File: config.mk
export PLATFORM = sky130hd
export DESIGN_NAME = branch_train_queue
export DESIGN_NICKNAME = d
export VERILOG_FILES = /design/src/rtl/branch_train_queue.sv
export SDC_FILE = /design/constraint.sdc
export NUM_CORES = 1
export LEC_CHECK = 0
export BUFFER_PORTS_ARGS = -buffer_cell sky130_fd_sc_hd__buf_4
export CAP_MARGIN = 20
export CORE_MARGIN = 4
export CORE_UTILIZATION = 59
export DETAILED_ROUTE_END_ITERATION = 8
export GPL_ROUTABILITY_DRIVEN = 1
export HOLD_SLACK_MARGIN = 0.12
export PLACE_DENSITY_LB_ADDON = 0.2
export SLEW_MARGIN = 20
export SYNTH_ARGS = -nofsm -noshare
export SYNTH_HDL_FRONTEND = slang
export SYNTH_SLANG_ARGS = --single-unit
File: constraint.sdc
create_clock -name clk -period 6.2 [get_ports clk]
set_clock_uncertainty 0.1 [all_clocks]
set_input_delay 0.93 -clock clk [delete_from_list [all_inputs] [get_ports clk]]
set_output_delay 0.93 -clock clk [all_outputs]
set_load 0.05 [all_outputs]
File: src/rtl/branch_train_queue.sv
// -----------------------------------------------------------------------------
// branch_train_queue
//
// In-flight branch tracker that sits between a gshare predictor's predict port
// and its train port. Every issued prediction is captured at the tail (pc,
// predicted direction, history snapshot). Resolutions may arrive out of order,
// addressed by the tag handed out at allocation. Entries retire in program
// order from the head, one per cycle, producing a one-cycle training pulse.
// Retiring a mispredicted branch flushes every younger (wrong-path) entry.
//
// Optional feature (macro BTQ_RESOLVE_BYPASS_EN):
//   When defined, a resolve that targets the unresolved head entry retires it
//   at the same edge, using resolve_taken directly (1-cycle latency). When
//   undefined, resolve-to-train latency is 2 cycles and there is no
//   combinational path from resolve_* to train_*.
//
// Ports:
//   clk                 rising-edge clock
//   areset              synchronous, active-high reset
//   alloc_valid         prediction issued this cycle
//   alloc_pc            pc of the predicted branch
//   alloc_taken         predicted direction
//   alloc_history       history used for the prediction
//   alloc_ready         queue can accept an allocation (0 while areset)
//   alloc_tag           slot index given to this cycle's allocation (tail)
//   resolve_valid       branch outcome known
//   resolve_tag         slot being resolved
//   resolve_taken       actual direction
//   train_valid         one-cycle training pulse
//   train_taken         actual direction of the retired branch
//   train_mispredicted  actual direction differs from predicted direction
//   train_history       stored history of the retired branch
//   train_pc            stored pc of the retired branch
//   count               number of occupied entries
// -----------------------------------------------------------------------------
module branch_train_queue #(
    parameter int  N     = 7,
    parameter int  DEPTH = 8,
    localparam int TW    = $clog2(DEPTH)
) (
    input  logic          clk,
    input  logic          areset,
    input  logic          alloc_valid,
    input  logic [N-1:0]  alloc_pc,
    input  logic          alloc_taken,
    input  logic [N-1:0]  alloc_history,
    output logic          alloc_ready,
    output logic [TW-1:0] alloc_tag,
    input  logic          resolve_valid,
    input  logic [TW-1:0] resolve_tag,
    input  logic          resolve_taken,
    output logic          train_valid,
    output logic          train_taken,
    output logic          train_mispredicted,
    output logic [N-1:0]  train_history,
    output logic [N-1:0]  train_pc,
    output logic [TW:0]   count
);

    localparam logic [TW:0]   FULL_COUNT = (TW+1)'(DEPTH);
    localparam logic [TW-1:0] PTR_ONE    = TW'(1);

    // Control state (reset) and payload storage (not reset).
    logic [DEPTH-1:0] valid_q;
    logic [DEPTH-1:0] resolved_q;
    logic [DEPTH-1:0] pred_q;
    logic [DEPTH-1:0] actual_q;
    logic [N-1:0]     pc_q   [DEPTH];
    logic [N-1:0]     hist_q [DEPTH];
    logic [TW-1:0]    head_q;
    logic [TW-1:0]    tail_q;
    logic [TW:0]      count_q;

    // Decoded per-cycle events.
    logic retire;
    logic retire_actual;
    logic flush;
    logic alloc_fire;
    logic resolve_accept;

    // No pass-through: a full queue refuses even when the head retires now.
    assign alloc_ready = (count_q != FULL_COUNT) && !areset;
    assign alloc_tag   = tail_q;
    assign count       = count_q;

    // NOTE: every signal assigned in always_comb gets a default first so no
    // path leaves it unassigned, which would otherwise infer a latch.
    always_comb begin
        retire        = valid_q[head_q] && resolved_q[head_q];
        retire_actual = actual_q[head_q];
`ifdef BTQ_RESOLVE_BYPASS_EN
        // Same-edge retire of the head using the incoming outcome.
        if (resolve_valid && (resolve_tag == head_q) &&
            valid_q[head_q] && !resolved_q[head_q]) begin
            retire        = 1'b1;
            retire_actual = resolve_taken;
        end
`endif
        flush          = retire && (retire_actual != pred_q[head_q]);
        // Wrong-path traffic in the flush cycle is discarded.
        alloc_fire     = alloc_valid && alloc_ready && !flush;
        resolve_accept = resolve_valid && valid_q[resolve_tag] &&
                         !resolved_q[resolve_tag] && !flush;
    end

    // NOTE: sequential state uses non-blocking assignments so every register
    // samples pre-edge values, independent of statement order between blocks.
    always_ff @(posedge clk) begin
        if (areset) begin
            valid_q            <= '0;
            resolved_q         <= '0;
            head_q             <= '0;
            tail_q             <= '0;
            count_q            <= '0;
            train_valid        <= 1'b0;
            train_taken        <= 1'b0;
            train_mispredicted <= 1'b0;
            train_history      <= '0;
            train_pc           <= '0;
        end else begin
            train_valid <= retire;
            if (retire) begin
                train_taken        <= retire_actual;
                train_mispredicted <= flush;
                train_history      <= hist_q[head_q];
                train_pc           <= pc_q[head_q];
            end

            if (flush) begin
                valid_q    <= '0;
                resolved_q <= '0;
                head_q     <= head_q + PTR_ONE;
                tail_q     <= head_q + PTR_ONE;
                count_q    <= '0;
            end else begin
                // Later assignments win: resolve, then retire, then alloc.
                // Retire and alloc never hit the same slot (that needs a full
                // queue, which blocks allocation).
                if (resolve_accept) begin
                    resolved_q[resolve_tag] <= 1'b1;
                end
                if (retire) begin
                    valid_q[head_q] <= 1'b0;
                    head_q          <= head_q + PTR_ONE;
                end
                if (alloc_fire) begin
                    valid_q[tail_q]    <= 1'b1;
                    resolved_q[tail_q] <= 1'b0;
                    tail_q             <= tail_q + PTR_ONE;
                end
                case ({alloc_fire, retire})
                    2'b10:   count_q <= count_q + 1'b1;
                    2'b01:   count_q <= count_q - 1'b1;
                    default: count_q <= count_q;
                endcase
            end
        end
    end

    // NOTE: payload storage is deliberately not reset; an entry's fields are
    // only read while its valid/resolved bits say they were written.
    always_ff @(posedge clk) begin
        if (alloc_fire) begin
            pc_q[tail_q]   <= alloc_pc;
            hist_q[tail_q] <= alloc_history;
            pred_q[tail_q] <= alloc_taken;
        end
        if (resolve_accept) begin
            actual_q[resolve_tag] <= resolve_taken;
        end
    end

endmodule

==> out/results.ini, run 1 <==
[status]
outcome=finished, final reports clean

[cts]
clockBufferDepth=2
post_cts_resized=0
cts_setup_buffers=0
clock-root-buffer=clkbuf_16
cts_tree=built
cts_sinks=171
cts_hold_buf=0
clk_latency_ns=0.42
numCtsBuffers=17
clkTransAtPathRegs_ns=0.06
cts.htree.levels=4

[layout]
final-seq-area_um2=4710
mostFrequentLayoutCells=edfxtp_1, buf_4, dfxtp_1
antennaDiodeCount=0
multi_input_area_um2=2050
final_nets=514
final_common_cell=edfxtp_1
stdcell_area_um2=7940
final_layout_size_suffix_gt1_share_pct=28.1
final_util_pct=69.6
n_fill_cell=778
area_growth_pct=15.2

[setup_path]
crit_chain=mux2_2 > o22a_1 > nand4_2 > inv_2 > ha_1 > nor4bb_1 > a21oi_1 > o21a_1 > or3_1 > a21oi_1
ff2ff_setup_slack_ns=2.30
cpMostUsedCell=a21oi_1
crit_path_max_incr_delay_ns=0.88
crit_type=reg2reg
required_ns=6.45
critPathCaptureType=flip-flop
crit_fanout=38
start_kind=flip-flop
critPathArrivalTime_ns=4.15
crit_slowest_cell=dfxtp_2

[sta]
setup_violations=0
relSlewSlack_pct=38.5
fin_crit_sh_pct=62.9
hold_viol=0
slew_violations=0
max_freq_ghz=0.257
setup_ws_ns=2.30
tns_ns=0
worstMarginPinSlew_ns=0.920
min_period_ns=3.90
rsz0062_at_grt=false

[detailed_routing]
drc=0
wire_per_inst_um=21.9
vias=3984
avgViaCountPerCell=6.21
ant_nets=0
dr.first_iter.drc_count=271
drt-total-wl_um=14100
firstDrtPassIters=5

[pwr]
power.leakage_nw=2.65
p_seq_share_pct=54.1
swShare_pct=21.2
internal-power_mw=1.82
pwr-share-clk_pct=42.4
worst_ir_drop_vdd_v=0.000277
p_switching_mw=0.489
p_per_area_nw_per_um2=291
p_comb_share_pct=3.5

[placed_design]
place.gp.congestion=0.895
place_area_um2=7390
dpl.hpwl_um=8670
pre_cts_ws_ns=2.32
io_buffers=47

[synth]
ys_seq_elements=171
synthDistinctLibCells=52
yosys_warnings=0
ys_top_cells_by_area=edfxtp_1, dfxtp_1, mux4_2
netlist_area_um2=6900
synth_cells=434
synth_top_area_share_pct=55.7
synth_area_per_cell_um2=15.9
seq_area_frac_synth_pct=68.2
post-synth-top-area-cell=edfxtp_1
synth.net_count=462

[grt]
grt-ovfl-total=0
grt_use_total_pct=22.9
grt_pass1_vias=4106
grt_max_degree=39
grt_pass1_wl_um=22300
antenna_found_initial=0

[hold_path]
hold_class=reg2reg

[run]
max_cap_viol_count=0

[floorplanning]
die_w_um=116
initial_utilization_pct=60.4
die_h_um=116
rows=39
fp.coreArea_um2=11400
io_pins=48
dieArea_um2=13500

-- state kept, by name (all words and copies together), names as in the netlist --
name and count:
head_q 3, train_taken 1, actual_q 8, count 4
train_history 7, hist_q 56, pred_q 8, train_mispredicted 1
pc_q 56, resolved_q 8, train_pc 7, valid_q 8
train_valid 1, alloc_tag 3
-- routing by layer --
metal	track usage, %	vias up	part of all wire (%)
met5	0	-	0
met4	9.44	0	2.2
met3	5.49	28	6.0
met2	37.3	140	51
met1	30.1	2010	41
li1	-	1806	-
-- worst max-delay path, delay by kind of cell, from the launching register on --
| kind | cells | cell delay (ns) |
|---|---|---|
| fa+ha+maj | 1 | 0.38 |
| compound gates | 4 | 0.58 |
| buf+inv | 1 | 0.62 |
| mux | 1 | 0.30 |
| simple gates | 3 | 0.96 |
| flops | 1 | 0.88 |
-- layout make-up --
class                      instances  area share (%)
clock buffer                      21            5.92
clock inverter                    11            1.07
inverter                           3           0.142
multi-input combinational        234            25.8
sequential                       171            59.3
tap                              143            2.25
timing repair buffer              59            5.58
-- Yosys cell counts (all sizes together) --
cell type    n
nor4bb       2
nand4        3
and3         1
nand2       34
nand4b       5
a41oi        1
a21oi       14
nor4b        2
buf         18
nand3b       1
mux4        35
nor3b        9
or2          4
dfxtp       43
o311a        2
a21o         1
clkbuf       8
or4          1
o21a         2
mux2         2
o22a         1
nand2b       4
nor3         3
and2         1
nor2        38
mux2i        5
a31oi        7
o21ai        9
o22ai        1
edfxtp     128
nor2b        4
or3          4
inv          3
xnor2        3
a311oi      14
o41ai        4
xor2         6
nand3        5
ha           5
a211oi       1
-- cell families after synthesis --
family          count (synthesis)  synth area share (%)
compound gates                 57                  5.66
xor+xnor                        9                  1.25
fa+ha+maj                       5                 0.907
buf+inv                        29                  2.10
flops                         171                  68.2
mux                            42                  12.7
simple gates                  121                  9.14
-- path summary, 6_finish.rpt --
| path | cells after the start | end | startpoint |
|---|---|---|---|
| worst max-delay path | 10 | count[3]$_SDFFE_PP0P_ | head_q[0]$_SDFFE_PP0P_ |
| worst min-delay path | 2 | train_pc[2]$_SDFFE_PP0N_ | train_pc[2]$_SDFFE_PP0N_ |
| worst max register to register | 10 | count[3]$_SDFFE_PP0P_ | head_q[0]$_SDFFE_PP0P_ |
| worst min register to register | 2 | train_pc[2]$_SDFFE_PP0N_ | train_pc[2]$_SDFFE_PP0N_ |
-- power groups by stage --
stage / clock network (mW) / registers, mW / logic, mW
finish: 0.980 / 1.25 / 0.0800
global route: 1.05 / 1.25 / 0.0874
CTS: 0.991 / 1.25 / 0.0802
detailed placement: 0 / 1.27 / 0.0799
global placement: 0 / 1.27 / 0.0771
floorplan: 0 / 1.28 / 0.0358
-- stage by stage --
stage | total power [mW] | hold WS, ns | instances
after floorplan | 1.32 | 0.363 | 434
after global placement | 1.35 | 0.387 | 610
after detailed placement | 1.35 | 0.396 | 610
after CTS | 2.32 | 0.406 | 642
after global routing | 2.38 | 0.432 | 642
final | 2.31 | 0.400 | 642
Power figures use the tool's default switching activity.
==> inputs of run 2 (changes only) <==
clock period = 3.8 ns   (was 6.2 ns; I/O delays follow)
==> out/results.ini, run 2 (synthesis results as in run 1) <==
[placed_design]
pre_cts_ws_ns=0.527
place.gp.congestion=0.862
io_buffers=47
place_area_um2=7440
dpl.hpwl_um=8760

[sta]
max_freq_ghz=0.300
rsz0062_at_grt=false
hold_viol=0
setup_ws_ns=0.466
tns_ns=0
setup_violations=0
fin_crit_sh_pct=87.7
worstMarginPinSlew_ns=0.654
slew_violations=0
relSlewSlack_pct=56.3
holdWs_ns=0.269
min_period_ns=3.33

[detailed_routing]
vias=4090
drc=0
firstDrtPassIters=5
dr.first_iter.drc_count=382
avgViaCountPerCell=6.30
drt-total-wl_um=14400
ant_nets=0
wire_per_inst_um=22.2

[setup_path]
crit_type=reg2reg
rr_startpoint=head_q[2]$_SDFFE_PP0P_
crit_start=head_q[2]$_SDFFE_PP0P_
endpoint=count[2]$_SDFFE_PP0P_
crit_fanout=14
start_kind=flip-flop
critPathCaptureType=flip-flop
r2r_cells=12
ff2ff_setup_slack_ns=0.47
critPathArrivalTime_ns=3.54
timing.rr.end=count[2]$_SDFFE_PP0P_
required_ns=4.01

[layout]
final_layout_size_suffix_gt1_share_pct=28.5
top_regs=hist_q: 56 flops, pc_q: 56 flops
antennaDiodeCount=0
area_growth_pct=17.5
mostFrequentLayoutCells=edfxtp_1, buf_4, dfxtp_1
final_util_pct=71.0
stdcell_area_um2=8110
final_nets=521
final_common_cell=edfxtp_1

[cts]
post_cts_resized=0
cts_setup_buffers=0
clock-root-buffer=clkbuf_16
cts.htree.levels=4
clkTransAtPathRegs_ns=0.07
cts_sinks=171
clk_latency_ns=0.43
clockBufferDepth=2
cts_hold_buf=0
numCtsBuffers=17
cts_tree=built

[floorplanning]
fp.coreArea_um2=11400
initial_utilization_pct=60.4
io_pins=48
rows=39
dieArea_um2=13500
die_w_um=116
die_h_um=116

[grt]
grt-ovfl-total=0
grt_pass1_vias=4016
grt_use_total_pct=23.1
grt_pass1_wl_um=22400
grt_max_degree=31
antenna_found_initial=0

[pwr]
worst_ir_drop_vdd_v=0.000376
power.leakage_nw=2.74
p_per_area_nw_per_um2=507

[run]
max_cap_viol_count=0

[hold_path]
hold_class=in2reg

[status]
outcome=finished, final reports clean

run 2: where the power goes:
group	total, mW	switching, mW	internal (mW)
sequential	2.04	0.0126	2.03
clock	1.94	0.688	1.25
combinational	0.129	0.0804	0.0491
run 2: stage by stage:
stage | power (mW) | std cells
3_3_place_gp | 2.20 | 617
4_1_cts | 4.13 | 649
2_1_floorplan | 2.15 | 434
5_1_grt | 4.22 | 649
6_report | 4.11 | 649
3_5_place_dp | 2.21 | 617
run 2: worst min path at each step:
stage | startpoint | endpoint | cells after the start
floorplan | valid_q[6]$_SDFF_PP0_ | valid_q[6]$_SDFF_PP0_ | 2
global placement | count[3]$_SDFFE_PP0P_ | count[3]$_SDFFE_PP0P_ | 2
detailed placement | valid_q[5]$_SDFF_PP0_ | valid_q[5]$_SDFF_PP0_ | 2
CTS | alloc_pc[1] | pc_q[5][1]$_DFFE_PP_ | 1
global route | alloc_pc[1] | pc_q[5][1]$_DFFE_PP_ | 1
finish | alloc_pc[5] | pc_q[6][5]$_DFFE_PP_ | 1
run 2: layout make-up:
cell class / instances / area (um^2)
Clock inverter: 11 / 216
Tap cell: 143 / 179
Fill cell: 771 / 3310
Inverter: 3 / 11.3
Multi-Input combinational cell: 234 / 2050
Clock buffer: 21 / 450
Timing Repair Buffer: 66 / 495
Sequential cell: 171 / 4710
run 2: worst max-delay path, stage by stage, from the launching register on:
cell and delay, ns:
dfxtp_1 0.74, inv_1 0.29, mux2i_4 0.29, xnor2_2 0.36, o21ai_0 0.18, ha_1 0.30
xor2_1 0.16, ha_1 0.19, a21oi_1 0.15, xor2_1 0.16, nor2_1 0.08, xnor2_1 0.16
nor2_1 0.05
run 2: per-layer routing:
layer  global-route usage [%]  wire length, um
met5                        0                0
met4                     9.51              307
met3                     5.60             1200
met2                     36.0             7090
met1                     31.8             5780
==> inputs of run 3 (changes only) <==
SETUP_SLACK_MARGIN = 0.5   (was not set)
==> out/results.ini, run 3 (synthesis results as in run 1) <==
[sta]
hold_viol=0
relSlewSlack_pct=60.4
slew_violations=0
rsz0062_at_grt=true
min_period_ns=3.14
worstMarginPinSlew_ns=0.586
fin_crit_sh_pct=82.7
setup_violations=0
setup_ws_ns=0.658
max_freq_ghz=0.318
tns_ns=0
holdWs_ns=0.274

[layout]
antennaDiodeCount=0
multi_input_area_um2=2050
layout.cells.non_filler=649
final_common_cell=edfxtp_1
mostFrequentLayoutCells=edfxtp_1, buf_4, dfxtp_1
final-seq-area_um2=4710
area_growth_pct=15.8
n_fill_cell=779
top_regs=hist_q: 56 flops, pc_q: 56 flops
final_nets=521
stdcell_area_um2=7990
final_layout_size_suffix_gt1_share_pct=28.3
final_util_pct=69.9

[detailed_routing]
highest-signal-layer=met4
avgViaCountPerCell=6.20
route.met3.wl_um=938
dr.first_iter.drc_count=424
wl_met2_um=7160
ant_nets=0
firstDrtPassIters=5
drt-total-wl_um=14300
drc=0
met1Wirelength_um=5990
wire_per_inst_um=22.0
vias=4022

[cts]
clockBufferDepth=2
cts_tree=built
cts_sinks=171
clock-root-buffer=clkbuf_16
clk_latency_ns=0.43
numCtsBuffers=17
clkTransAtPathRegs_ns=0.06
cts.htree.levels=4
cts_hold_buf=0

[placed_design]
place_area_um2=7430
io_buffers=47
dpl.hpwl_um=8910
place.gp.congestion=0.895
pre_cts_ws_ns=0.327
placedCellCount=616

[floorplanning]
fp.coreArea_um2=11400
die_h_um=116
rows=39
initial_utilization_pct=60.4
die_w_um=116
io_pins=48
dieArea_um2=13500

[setup_path]
required_ns=4.05
critPathCaptureType=flip-flop
crit_chain=mux4_2 > mux2i_2 > xnor2_2 > o21ai_1 > ha_1 > nor4bb_1 > a21oi_1 > o21a_1 > or3_1 > a21oi_1
crit_slowest_cell=mux4_2
start_kind=flip-flop
cpMostUsedCell=a21oi_1
crit_path_max_incr_delay_ns=0.55
crit_fanout=11
cp_num_buf_inv=0
ff2ff_setup_slack_ns=0.66
cpLargestDelayFamily=multiplexers
critPathArrivalTime_ns=3.39
crit_type=reg2reg

[run]
max_cap_viol_count=0

[status]
outcome=finished, final reports clean

[grt]
antenna_found_initial=0
grt_use_total_pct=22.9
grt_pass1_wl_um=22100
grt_pass1_vias=4041
grt-ovfl-total=0
grt_max_degree=31

[pwr]
worst_ir_drop_vdd_v=0.000435
pwr-share-clk_pct=42.1
swShare_pct=20.5
internal-power_mw=2.98
total_power_mw=3.74
power.leakage_nw=2.68
p_switching_mw=0.768
p_seq_share_pct=54.4
p_comb_share_pct=3.5
p_per_area_nw_per_um2=469

[hold_path]
hold_class=in2reg

[run 3: power groups by stage]
stage	clock network (mW)	registers [mW]	logic [mW]
6_report	1.58	2.04	0.130
5_1_grt	1.69	2.04	0.141
4_1_cts	1.60	2.04	0.130
3_5_place_dp	0	2.08	0.129
3_3_place_gp	0	2.08	0.126
2_1_floorplan	0	2.09	0.0587
[run 3: final cells by class]
| cell class | instances | share of cell area [%] |
|---|---|---|
| Tap cell | 143 | 2.24 |
| Sequential cell | 171 | 59.0 |
| Inverter | 3 | 0.141 |
| Multi-Input combinational cell | 234 | 25.7 |
| Timing Repair Buffer | 66 | 6.20 |
| Clock inverter | 10 | 1.18 |
| Clock buffer | 22 | 5.56 |
[run 3: metal layers]
layer / GRT usage, % / vias to the layer above
met5: 0 / -
met4: 8.43 / 0
met3: 6.01 / 18
met2: 36.8 / 148
met1: 30.5 / 2036
li1: - / 1820
[run 3: path summary, 6_finish.rpt]
kind | from | end | depth (start not counted)
hold reg to reg | train_pc[5]$_SDFFE_PP0N_ | train_pc[5]$_SDFFE_PP0N_ | 2
hold / removal | alloc_history[0] | hist_q[1][0]$_DFFE_PP_ | 1
setup / recovery | head_q[0]$_SDFFE_PP0P_ | count[3]$_SDFFE_PP0P_ | 10
setup reg to reg | head_q[0]$_SDFFE_PP0P_ | count[3]$_SDFFE_PP0P_ | 10
[run 3: what timing repair did]
action | CTS | global route
pin swaps | 0 | 0
endpoints found under the setup margin | 2 | 2
buffers inserted | 1 | 0
resized for setup | 1 | 2
[run 3: worst register-to-register path: stages (launching register included)]
cell and delay, ns:
dfxtp_4 0.45, mux4_2 0.55, mux2i_2 0.29, xnor2_2 0.18, o21ai_1 0.21, ha_1 0.28
nor4bb_1 0.30, a21oi_1 0.07, o21a_1 0.19, or3_1 0.31, a21oi_1 0.15
